--- config.mk ---
export PLATFORM = sky130hd
export DESIGN_NAME = add_round_key_stage
export DESIGN_NICKNAME = d
export VERILOG_FILES = /design/src/rtl/ark_pkg.sv /design/src/rtl/ark_fifo.sv /design/src/rtl/add_round_key_stage.sv
export SDC_FILE = /design/constraint.sdc
export NUM_CORES = 2
export LEC_CHECK = 0
export BUFFER_PORTS_ARGS = -buffer_cell sky130_fd_sc_hd__buf_2
export CAP_MARGIN = 20
export CORE_MARGIN = 10
export CORE_UTILIZATION = 23
export DETAILED_ROUTE_END_ITERATION = 8
export PLACE_DENSITY = 0.37
export SKIP_LAST_GASP = 1
export SLEW_MARGIN = 10
export SYNTH_ARGS = -nofsm -noshare
export SYNTH_HDL_FRONTEND = slang
export SYNTH_SLANG_ARGS = --single-unit
--- constraint.sdc ---
create_clock -name clk -period 2.4 [get_ports clk]
set_input_delay 0.48 -clock clk [delete_from_list [all_inputs] [get_ports clk]]
set_output_delay 0.48 -clock clk [all_outputs]
set_load 0.02 [all_outputs]
--- src/rtl/ark_pkg.sv ---
// Shared defaults, index-width helper and packet layout for the add-round-key stage.
package ark_pkg;

   localparam int DATA_W_DEF     = 128;
   localparam int HDR_W_DEF      = 4;
   localparam int NUM_KEYS_DEF   = 11;
   localparam int FIFO_DEPTH_DEF = 4;

   // A single-entry table still needs a one-bit index port.
   function automatic int idx_w(input int n);
      return (n > 1) ? $clog2(n) : 1;
   endfunction

   localparam int IDX_W_DEF = idx_w(NUM_KEYS_DEF);

   typedef struct packed {
      logic [HDR_W_DEF-1:0]  hdr;
      logic [DATA_W_DEF-1:0] payload;
   } ark_pkt_t;

endpackage

--- src/rtl/ark_fifo.sv ---
// Generic synchronous FIFO: head visible combinationally, one cycle after the push edge.
// Pushes while full and pops while empty are ignored; the caller gates on full/empty.
module ark_fifo #(
   parameter  int WIDTH = 8,
   parameter  int DEPTH = 4,
   localparam int AW    = $clog2(DEPTH)
) (
   input  logic             clk,
   input  logic             n_rst,
   input  logic             push,
   input  logic [WIDTH-1:0] push_data,
   input  logic             pop,
   output logic [WIDTH-1:0] pop_data,
   output logic             full,
   output logic             empty,
   output logic [AW:0]      count
);

   localparam logic [AW:0]   FULL_CNT = (AW+1)'(DEPTH);
   localparam logic [AW:0]   CNT_ONE  = (AW+1)'(1);
   localparam logic [AW-1:0] PTR_ONE  = AW'(1);

   logic [WIDTH-1:0] mem [DEPTH];
   logic [AW-1:0]    wr_ptr;
   logic [AW-1:0]    rd_ptr;
   logic [AW:0]      cnt;
   logic             push_ok;
   logic             pop_ok;

   assign full     = (cnt == FULL_CNT);
   assign empty    = (cnt == '0);
   assign count    = cnt;
   assign pop_data = mem[rd_ptr];
   assign push_ok  = push && !full;
   assign pop_ok   = pop && !empty;

   // Depth is a power of two, so the pointers wrap by plain overflow.
   always_ff @(posedge clk or negedge n_rst) begin
      if (!n_rst) begin
         for (int i = 0; i < DEPTH; i++) begin
            mem[i] <= '0;
         end
         wr_ptr <= '0;
         rd_ptr <= '0;
         cnt    <= '0;
      end else begin
         if (push_ok) begin
            mem[wr_ptr] <= push_data;
            wr_ptr      <= wr_ptr + PTR_ONE;
         end
         if (pop_ok) begin
            rd_ptr <= rd_ptr + PTR_ONE;
         end
         case ({push_ok, pop_ok})
            2'b10:   cnt <= cnt + CNT_ONE;
            2'b01:   cnt <= cnt - CNT_ONE;
            default: cnt <= cnt;
         endcase
      end
   end

endmodule

--- src/rtl/add_round_key_stage.sv ---
// XORs each packet payload with a selected round key and buffers it; 1-cycle latency into an empty buffer.
// in_ready drops only when the buffer is full; header-zero and bad-index packets are consumed and dropped.
module add_round_key_stage
   import ark_pkg::*;
#(
   parameter  int DATA_W     = DATA_W_DEF,
   parameter  int HDR_W      = HDR_W_DEF,
   parameter  int NUM_KEYS   = NUM_KEYS_DEF,
   parameter  int FIFO_DEPTH = FIFO_DEPTH_DEF,
   localparam int IDX_W      = idx_w(NUM_KEYS),
   localparam int CNT_W      = $clog2(FIFO_DEPTH) + 1
) (
   input  logic                    clk,
   input  logic                    n_rst,
   input  logic                    key_wr_en,
   input  logic [IDX_W-1:0]        key_wr_idx,
   input  logic [DATA_W-1:0]       key_wr_data,
   input  logic                    in_valid,
   output logic                    in_ready,
   input  logic [HDR_W+DATA_W-1:0] in_data,
   input  logic [IDX_W-1:0]        in_key_idx,
   output logic                    out_valid,
   input  logic                    out_ready,
   output logic [HDR_W+DATA_W-1:0] out_data,
   output logic                    err_bad_idx,
   output logic [CNT_W-1:0]        fill_level
);

   typedef struct packed {
      logic [HDR_W-1:0]  hdr;
      logic [DATA_W-1:0] payload;
   } pkt_t;

   localparam logic [IDX_W:0] KEY_LIMIT = (IDX_W+1)'(NUM_KEYS);

   logic [DATA_W-1:0] key_table [NUM_KEYS];
   logic [DATA_W-1:0] sel_key;
   pkt_t              in_pkt;
   pkt_t              xor_pkt;
   logic              in_idx_ok;
   logic              wr_idx_ok;
   logic              accept;
   logic              hdr_zero;
   logic              push;
   logic              full;
   logic              empty;

   assign in_pkt    = in_data;
   assign in_idx_ok = ({1'b0, in_key_idx} < KEY_LIMIT);
   assign wr_idx_ok = ({1'b0, key_wr_idx} < KEY_LIMIT);
   assign hdr_zero  = (in_pkt.hdr == '0);
   assign accept    = in_valid && in_ready;
   assign push      = accept && !hdr_zero && in_idx_ok;

   // Table is read combinationally from registered state, so a same-cycle key write is seen only by later packets.
   always_comb begin
      sel_key = '0;
      if (in_idx_ok) begin
         sel_key = key_table[in_key_idx];
      end
   end

   always_comb begin
      xor_pkt         = in_pkt;
      xor_pkt.payload = in_pkt.payload ^ sel_key;
   end

   always_ff @(posedge clk or negedge n_rst) begin
      if (!n_rst) begin
         for (int i = 0; i < NUM_KEYS; i++) begin
            key_table[i] <= '0;
         end
      end else if (key_wr_en && wr_idx_ok) begin
         key_table[key_wr_idx] <= key_wr_data;
      end
   end

   always_ff @(posedge clk or negedge n_rst) begin
      if (!n_rst) begin
         err_bad_idx <= 1'b0;
      end else begin
         err_bad_idx <= accept && !hdr_zero && !in_idx_ok;
      end
   end

   ark_fifo #(
      .WIDTH (HDR_W + DATA_W),
      .DEPTH (FIFO_DEPTH)
   ) u_fifo (
      .clk       (clk),
      .n_rst     (n_rst),
      .push      (push),
      .push_data (xor_pkt),
      .pop       (out_ready),
      .pop_data  (out_data),
      .full      (full),
      .empty     (empty),
      .count     (fill_level)
   );

   assign in_ready  = !full;
   assign out_valid = !empty;

endmodule

==> metrics <==
outcome=finished, violations left; failing checks=setup timing; residual DRC count=0; area delta synth->final=27.79%; arrival time of the worst setup path=2.66 ns; port bufs=410; setup_tns=-87.12 ns; Detail Placement HPWL=191.6 mm; period utilisation layout=131.0%; path depth of the worst reg2reg path=6; worst ir drop on vdd=0.5914 mV; YS warnings=0; commonest non-fill, non-tap cell in the layout=dfrtp_1; die width=631.8 um; Clk Latency, worst-skew pair=roughly 0.9 ns; routed wire length=283.1 mm; crit-path cells=buf_16, buf_16, buf_16, mux4_2, buf_6; first-pass GRT wire length=421.0 mm; share of layout cells above drive strength 1=a little under half; CTS Buf Count=239; crit end category=output pin; max-cap violation count=0; Setup crit start kind=flop; Worst-path clk slew=0.06 ns; Finish-stage setup viols=132; initial antenna violation count=44; worst-path fanout max=7; I/O pins=411; Setup CP Type=flop to output pin; critical path required time=between 1.5 and 2 ns; Final ANT Viol Nets=0; RSZ-0062 raised after global routing=true; Yosys cell types=33; final design utilization=29.54%; r2r setup slk=0.17 ns; CTS tree=built; worst setup margin=-0.7440 ns; Syn Std Cell Area=86100 um^2; Crit Reg-Reg Endpoint=u_fifo.mem[515]; Max stage delay on crit path=0.55 ns; Pre-antenna DRT Iters=5; end point of the worst hold path=u_fifo.mem[69]; post-DR wirelength/cell=approximately 23 um; violation count after the first detailed-route iteration=2608; hold path depth=4; Die Ht=631.8 um; Mapped Avg Cell Area=14.28 um^2; RD Place Congestion=0.7136; vias in the first global route=58187; clock sink count=1944; Critical path origin=u_fifo.rd_ptr[0]; most frequent cells in the layout=dfrtp_1 (1940), mux2_2 (1552), o21ai_0 (641); H-tree Lvls=4; most used cell along the critical path=buf_16; Final Hold Fails=0; Syn Nets=6308; Max Slew Vio Count=0; final critical-path required period=3.144 ns; reg2reg start=key_table[503]; Power Density=about 1100 nW/um^2; FF+latch count, synth=1944; Via density=4.380; CP max-delay cell=mux4_2; Clock Tree Buf Depth=4; Row Count=between 200 and 250; largest net degree at the start of global routing=130; Max Fclk=318.1 MHz; core area=roughly 370000 um^2; Leak=47.04 nW; post-synthesis sequential area ratio=between 50% and 60%; Starting Density=23.12%; gr ovfl total=0; clock skew=0.06411 ns; Cells after Synth=about 6000; worst slew pin tran=0.8115 ns; die area=399200 um^2; hold crit path type=input pin to flop; CP delay by family, top=buffers and inverters; hold_sp=in_data[69]; WP buf/inv=4; Nets=between 7000 and 8000; Tot Pwr=117.4 mW; vias=53013; Worst slew margin=45.33%; Global Route Usage Sum=13.95%; clock root cell=clkbuf_16
## where the power goes
part | internal (mW) | switching, mW | leakage (nW)
registers | 42.4 | 4.68 | 24.0
logic | 17.5 | 16.5 | 19.2
clock network | 21.3 | 15.0 | 3.86
total | 81.2 | 36.2 | 47.0
## sequential cells by signal (all words and copies together), names as in the netlist
| signal | count |
|---|---|
| err_bad_idx | 1 |
| u_fifo.mem | 528 |
| key_table | 1408 |
| u_fifo.count | 3 |
| u_fifo.rd_ptr | 2 |
| u_fifo.wr_ptr | 2 |
## worst min-delay path: stages
cell and delay (ns):
buf_2 0.14, xnor2_1 0.15, buf_4 0.12, o21ai_0 0.07
## kinds of logic (layout without fill, tap and decap cells)
kind of cell | after synthesis | count (layout) | share of synthesized area, %
multiplexers | 2069 | 2069 | 31.95
flip-flops | 1944 | 1944 | 56.50
AO/OA/AOI/OAI | 773 | 773 | 4.897
buffers and inverters | 559 | 1651 | 2.755
AND/OR/NAND/NOR | 544 | 544 | 2.440
XOR/XNOR | 134 | 134 | 1.363
adder cells (fa/ha/maj) | 6 | 6 | 0.09591
other | 0 | 10 | 0
## metal layers
layer  GRT usage, %  vias to the layer above  routed length [um]
li1               -                    23697                   -
met1          18.30                    28190              126400
met5              0                        -                 127
met3          1.886                      390                8878
met2          24.49                      716              141200
met4          3.081                       20                6468
## worst max path at each step
stage | end | slack (ns) | cells past startpoint
5_1_grt | out_data[122] | -0.86 | 4
3_3_place_gp | u_fifo.mem[391] | -0.52 | 9
2_1_floorplan | u_fifo.count[2] | 0.08 | 9
3_5_place_dp | u_fifo.mem[391] | -0.51 | 9
6_report | out_data[60] | -0.74 | 5
4_1_cts | out_data[45] | -0.91 | 6
## metrics by stage
stage / hold slack, ns / setup slack [ns] / area, um^2 / std cells
4_1_cts: 0.02164 / -0.9068 / 110000 / 12097
6_report: 0.1015 / -0.7440 / 110000 / 12103
2_1_floorplan: 0.1844 / 0.07576 / 86100 / 6029
5_1_grt: 0.1024 / -0.8627 / 110000 / 12096
3_3_place_gp: 0.4553 / -0.5157 / 98790 / 11398
3_5_place_dp: 0.4649 / -0.5085 / 98790 / 11398
## Yosys cell counts (all sizes together)
library cell	n	area share, %
a21o	1	0.0087
nor3b	2	0.017
o21ai	641	3.7
and4bb	1	0.015
ha	5	0.073
inv	6	0.026
o41ai	1	0.010
nand3b	3	0.026
fa	1	0.023
a21oi	1	0.0058
a221oi	1	0.031
nand2b	2	0.015
nand3	1	0.0058
dfrtp	1944	57
buf	187	1.1
and3	1	0.0073
nor3	4	0.023
nor2	6	0.026
a22oi	128	1.1
mux4	388	10
xnor2	131	1.3
mux2i	129	1.5
mux2	1552	20
or3	1	0.0073
and2	1	0.0073
clkbuf	366	1.6
nand2	521	2.3
nor4	1	0.0073
xor2	3	0.031
## repair_timing
action                                   CTS  global route
gates cloned                               7             0
pin swaps                                  3             0
endpoints found under the setup margin   134           134
hold endpoints to repair                2887             0
gates resized for setup                  151            24
buffers inserted                          19             1
hold buffers                             248             0
## area by class of cell
cell class	count	area, um^2
Sequential cell	1944	48660
Timing Repair Buffer	1219	12060
Inverter	6	22.52
Multi-Input combinational cell	3526	35220
Fill cell	37358	262400
Clock inverter	63	725.7
Antenna cell	10	25.02
Tap cell	4972	6221
Clock buffer	363	7099
(Power assumes the default switching activity.)
